**src/rtl/serial_gen_pkg.sv**
```systemverilog
// serial_gen_pkg: shared state encoding, default widths and transfer-length helper
package serial_gen_pkg;

    typedef enum logic [1:0] {IDLE, SEND, GAP, FIN} state_t;

    localparam int DEF_PAT_W = 4;
    localparam int DEF_CNT_W = 8;
    localparam int DEF_GAP_W = 4;

    // Number of cycles with out_valid=1 for one transfer (gaps only between instances)
    function automatic int xfer_cycles(input int pat_w, input int reps, input int gap);
        return (reps == 0) ? 0 : (pat_w + gap) * reps - gap;
    endfunction

endpackage

```
**src/rtl/pattern_shifter.sv**
```systemverilog
// pattern_shifter: loadable MSB-first rotating shift register with bit index and last flag
module pattern_shifter #(
    parameter int PAT_W = 4
) (
    input  logic             clk,
    input  logic             rst,
    input  logic             load,
    input  logic             shift,
    input  logic [PAT_W-1:0] din,
    output logic             msb,
    output logic             last
);

    localparam int IW = $clog2(PAT_W);
    localparam logic [IW-1:0] LAST_IDX = IW'(PAT_W - 1);

    logic [PAT_W-1:0] sr_q, sr_d;
    logic [IW-1:0]    idx_q, idx_d;

    // Rotate rather than shift so the pattern is intact again after every instance
    always_comb begin
        sr_d  = load ? din : shift ? {sr_q[PAT_W-2:0], sr_q[PAT_W-1]} : sr_q;
        idx_d = load ? '0 : shift ? ((idx_q == LAST_IDX) ? '0 : idx_q + IW'(1)) : idx_q;
    end

    // Register with synchronous active-low reset
    always_ff @(posedge clk) begin
        if (!rst) begin
            sr_q  <= '0;
            idx_q <= '0;
        end else begin
            sr_q  <= sr_d;
            idx_q <= idx_d;
        end
    end

    assign msb  = sr_q[PAT_W-1];
    assign last = (idx_q == LAST_IDX);

endmodule

```
**src/rtl/serial_pattern_gen.sv**
```systemverilog
// serial_pattern_gen: repeats a latched pattern MSB-first with optional fill gaps between instances
module serial_pattern_gen
    import serial_gen_pkg::*;
#(
    parameter int PAT_W = DEF_PAT_W,
    parameter int CNT_W = DEF_CNT_W,
    parameter int GAP_W = DEF_GAP_W
) (
    input  logic             clk,
    input  logic             rst,
    input  logic             start,
    input  logic [PAT_W-1:0] pattern,
    input  logic [CNT_W-1:0] repeats,
    input  logic [GAP_W-1:0] gap_len,
    input  logic             gap_bit,
    output logic             out,
    output logic             out_valid,
    output logic             last_bit,
    output logic             busy,
    output logic             done
);

    state_t           state_q, state_d;
    logic [CNT_W-1:0] rem_q, rem_d;
    logic [GAP_W-1:0] gap_cnt_q, gap_cnt_d;
    logic [GAP_W-1:0] gap_len_q, gap_len_d;
    logic             gap_bit_q, gap_bit_d;
    logic             out_q, out_d;
    logic             out_valid_q, out_valid_d;
    logic             last_q, last_d;
    logic             busy_q, busy_d;
    logic             done_q, done_d;
    logic             sh_load, sh_msb, sh_last;

    assign sh_load = (state_q == IDLE) && start;

    pattern_shifter #(.PAT_W(PAT_W)) u_shifter (
        .clk   (clk),
        .rst   (rst),
        .load  (sh_load),
        .shift (state_q == SEND),
        .din   (pattern),
        .msb   (sh_msb),
        .last  (sh_last)
    );

    // Next state, counters and output values; outputs are a registered image of the current state
    always_comb begin
        state_d     = state_q;
        rem_d       = rem_q;
        gap_cnt_d   = gap_cnt_q;
        gap_len_d   = gap_len_q;
        gap_bit_d   = gap_bit_q;
        out_d       = (state_q == SEND) ? sh_msb : (state_q == GAP) ? gap_bit_q : 1'b0;
        out_valid_d = (state_q == SEND) || (state_q == GAP);
        last_d      = (state_q == SEND) && sh_last;
        busy_d      = (state_q == SEND) || (state_q == GAP);
        done_d      = (state_q == FIN);
        case (state_q)
            IDLE: if (start) begin
                gap_len_d = gap_len;
                gap_bit_d = gap_bit;
                rem_d     = repeats;
                state_d   = (repeats == '0) ? FIN : SEND;
            end
            SEND: if (sh_last) begin
                rem_d     = (rem_q != '0) ? rem_q - CNT_W'(1) : rem_q;
                gap_cnt_d = gap_len_q;
                state_d   = (rem_q <= CNT_W'(1)) ? FIN : (gap_len_q != '0) ? GAP : SEND;
            end
            GAP: begin
                gap_cnt_d = gap_cnt_q - GAP_W'(1);
                state_d   = (gap_cnt_q == GAP_W'(1)) ? SEND : GAP;
            end
            FIN:     state_d = IDLE;
            default: state_d = IDLE;
        endcase
    end

    // State and output registers with synchronous active-low reset
    always_ff @(posedge clk) begin
        if (!rst) begin
            state_q     <= IDLE;
            rem_q       <= '0;
            gap_cnt_q   <= '0;
            gap_len_q   <= '0;
            gap_bit_q   <= 1'b0;
            out_q       <= 1'b0;
            out_valid_q <= 1'b0;
            last_q      <= 1'b0;
            busy_q      <= 1'b0;
            done_q      <= 1'b0;
        end else begin
            state_q     <= state_d;
            rem_q       <= rem_d;
            gap_cnt_q   <= gap_cnt_d;
            gap_len_q   <= gap_len_d;
            gap_bit_q   <= gap_bit_d;
            out_q       <= out_d;
            out_valid_q <= out_valid_d;
            last_q      <= last_d;
            busy_q      <= busy_d;
            done_q      <= done_d;
        end
    end

    assign out       = out_q;
    assign out_valid = out_valid_q;
    assign last_bit  = last_q;
    assign busy      = busy_q;
    assign done      = done_q;

endmodule
```
**config.mk**
```make
export PLATFORM = sky130hd
export DESIGN_NAME = serial_pattern_gen
export DESIGN_NICKNAME = d
export VERILOG_FILES = /design/src/rtl/serial_gen_pkg.sv /design/src/rtl/pattern_shifter.sv /design/src/rtl/serial_pattern_gen.sv
export SDC_FILE = /design/constraint.sdc
export NUM_CORES = 1
export LEC_CHECK = 0
export CORE_MARGIN = 2
export CORE_UTILIZATION = 49
export CTS_CLUSTER_DIAMETER = 60
export DETAILED_ROUTE_END_ITERATION = 16
export GPL_TIMING_DRIVEN = 0
export PLACE_DENSITY_LB_ADDON = 0.15
export SYNTH_ARGS = -nofsm -noshare
export SYNTH_HDL_FRONTEND = slang
export SYNTH_SLANG_ARGS = --single-unit
```
**constraint.sdc**
```tcl
create_clock -name clk -period 1.7 [get_ports clk]
set_input_delay 0.51 -clock clk [delete_from_list [all_inputs] [get_ports clk]]
set_output_delay 0.51 -clock clk [all_outputs]
set_load 0.02 [all_outputs]
```
==> results.json, run 1 <==
{
  "outcome": "finished, final reports clean",
  "worstSkewPairLatency_ps": 330,
  "yosysUniqueCellTypes": 51,
  "antenna_found_initial": 0,
  "synth-simple-area-share": 0.290,
  "detail_route.iter0.violations": 88,
  "synth-compound-area-share": 0.202,
  "clkTransAtPathRegs_ps": 80,
  "drcViolationCount": 0,
  "synth_top_area_frac": 0.328,
  "clock-sinks": 29,
  "synth_largest_area_cell": "dfxtp_1",
  "syn_area_sq_um": 1770,
  "wl_per_cell_um": 13.9,
  "synth_fa_ha_area_frac": 0.0778,
  "arrival_ps": 1860,
  "synth_edf_count": 0,
  "tritoncts": "yes",
  "synthToLayoutAreaGrowth_pct": 24.9,
  "dp_hpwl_mm": 2.94,
  "yosysSeqAreaShare": 0.328,
  "utilization": 0.652,
  "cap_violations": 0,
  "cp-start-kind": "primary input",
  "ios": 25,
  "power_density_nw_per_um2": 1690,
  "cts_buffer_depth": 2,
  "cts_hold_buf": 0,
  "synth_area_leaders": "dfxtp_1 (33%), ha_1 (7.8%), a21oi_1 (5.9%)",
  "path_class": "primary input to flip-flop",
  "final_nets": 272,
  "hold_class": "flip-flop to flip-flop",
  "place_ws_ps": -410,
  "hold_viol_final": 0,
  "numCtsBuffers": 5,
  "slew_viol_final": 0,
  "die_h_um": 64.1,
  "portBuffers": 24,
  "drive_gt1_frac": 0.158,
  "routed_wl_mm": 3.99,
  "drtPass1Iterations": 4,
  "start_util": 0.522,
  "relSlewSlack": 0.682,
  "end_kind": "flip-flop",
  "coreArea_sq_um": 3390,
  "synth_flop_cell": "dfxtp_1",
  "worstMarginPinSlew_ps": 474,
  "finalCriticalPeriod_ps": 1600,
  "syn-num-nets": 239,
  "diodes": 0,
  "die_w_um": 64.1,
  "finalCritPeriodShare": 0.943,
  "cp_max_fo": 10,
  "gp_congestion": 0.942,
  "async_flop_share": 0,
  "rsz0062_at_grt": "no",
  "grt_usage": 0.215,
  "min_path_cells": 2,
  "whs_ps": 474,
  "std_cell_rows": 21,
  "grt_pass1_vias": 1476,
  "p_leak_uw": 0.000845,
  "required_ps": 1950,
  "synthTopCellsByCount": "dfxtp_1 (29), nand2_1 (22), a21oi_1 (21)",
  "drtAntennaViolNets": 0,
  "instances_no_fill": 287,
  "fin_ws_ps": 97.7,
  "routed_via_density": 5.54,
  "syn_area_per_cell_sq_um": 8.51,
  "grt_pass1_wl_mm": 6.89,
  "ys_warn_count": 0,
  "cts_root_buf": "clkbuf_4",
  "synth.most_common_cell": "dfxtp_1",
  "ir_worst_vdd_mv": 0.705,
  "ys_ff_latch": 29,
  "vias": 1590,
  "synth-xor-area-share": 0,
  "grt_start_max_net_pins": 11,
  "dp.cells": 278,
  "synth_cells": 208,
  "worst_r2r_path_depth": 6,
  "htreeDepth": 2,
  "fmax_ghz": 0.624,
  "synth_top_family_by_area": "simple AND/OR/NAND/NOR gates",
  "clock_skew_ps": 13.5,
  "grt_overflow": 0,
  "setup_viol": 0,
  "synthMuxAreaShare": 0.0361,
  "dieArea_sq_um": 4110
}
-- final timing paths --
| check | from | to | slack (ps) |
|---|---|---|---|
| max | rst | out | 100 |
| min reg2reg | gap_bit_q | gap_bit_q | 470 |
| max reg2reg | state_q[1] | rem_q[4] | 100 |
| min | gap_bit_q | gap_bit_q | 470 |
-- per-layer routing --
layer,vias to the layer above,part of all wire,GRT usage,wire length (um)
met5,-,0,0,0
met4,0,0.023,0.0745,93
met3,11,0.057,0.0511,228
met2,44,0.46,0.345,1830
met1,718,0.46,0.281,1830
li1,817,-,-,-
-- report_power, final --
group          internal, uW  switching, uW
registers               883            206
clock network           195            231
logic                  1040           1170
total                  2110           1610
-- layout make-up --
class                   count  area, sq um
plain buffers              11         81.3
clock buffers               7         55.1
fillers                   288         1180
inverters                  12         48.8
multi-input cells         156         1130
flip-flops and latches     29          586
well taps                  46         57.6
repair buffers             26          251
-- logic make-up (layout without fill, tap and decap cells) --
family | count (synthesis) | in the layout
adder cells (fa/ha/maj) | 11 | 11
flip-flops | 29 | 29
buffers and inverters | 23 | 56
AO/OA/AOI/OAI | 56 | 56
AND/OR/NAND/NOR | 83 | 83
multiplexers | 6 | 6
-- critical path, stage by stage --
cell and delay (ps):
clkdlybuf4s50_1 620, clkinvlp_4 260, clkbuf_1 280, a21oi_1 180
-- registers in the layout, summed over array words and instances, names as in the netlist --
register         cells
rem_q                8
gap_cnt_q            4
gap_len_q            4
state_q              2
gap_bit_q            1
out                  1
last_bit             1
done                 1
busy                 1
u_shifter.idx_q      2
u_shifter.sr_q       4
-- per-stage QoR --
step                      TNS (ps)  total power (uW)  cell area [sq um]
after floorplan                  0              2620               1770
after global placement       -6040              3070               2070
after detailed placement     -6500              3100               2070
after CTS                        0              3630               2160
after global routing             0              4030               2210
final                            0              3730               2210
-- cells in the final DEF (no fill, tap or decap), drive strengths merged, types with 3 or more instances in the layout --
| cell type | n |
|---|---|
| nand2b | 5 |
| nand2 | 22 |
| a211oi | 4 |
| a21oi | 21 |
| o22ai | 3 |
| nand3 | 6 |
| o31a | 3 |
| inv | 11 |
| and3 | 3 |
| nor2 | 13 |
| o21ai | 9 |
| dlygate4sd2 | 5 |
| nand4b | 3 |
| ha | 11 |
| clkbuf | 11 |
| nor3 | 7 |
| a31oi | 5 |
| nor2b | 9 |
| dfxtp | 29 |
| mux2i | 6 |
| and2 | 3 |
| nor4 | 4 |
| clkdlybuf4s50 | 18 |
| buf | 9 |
-- timing repair --
item	CTS	global route
endpoints found under the setup margin	16	18
gates resized for setup	13	13
buffers inserted	1	1
pin swaps	1	2
(Power assumes the default switching activity.)
==> inputs of run 2 (changes only) <==
Settings changed: ABC_CLOCK_PERIOD_IN_PS set to 1700, GPL_ROUTABILITY_DRIVEN set to 0.
==> results of run 2 <==
Same layout as run 1: the final DEF is identical, and so are final timing and power.
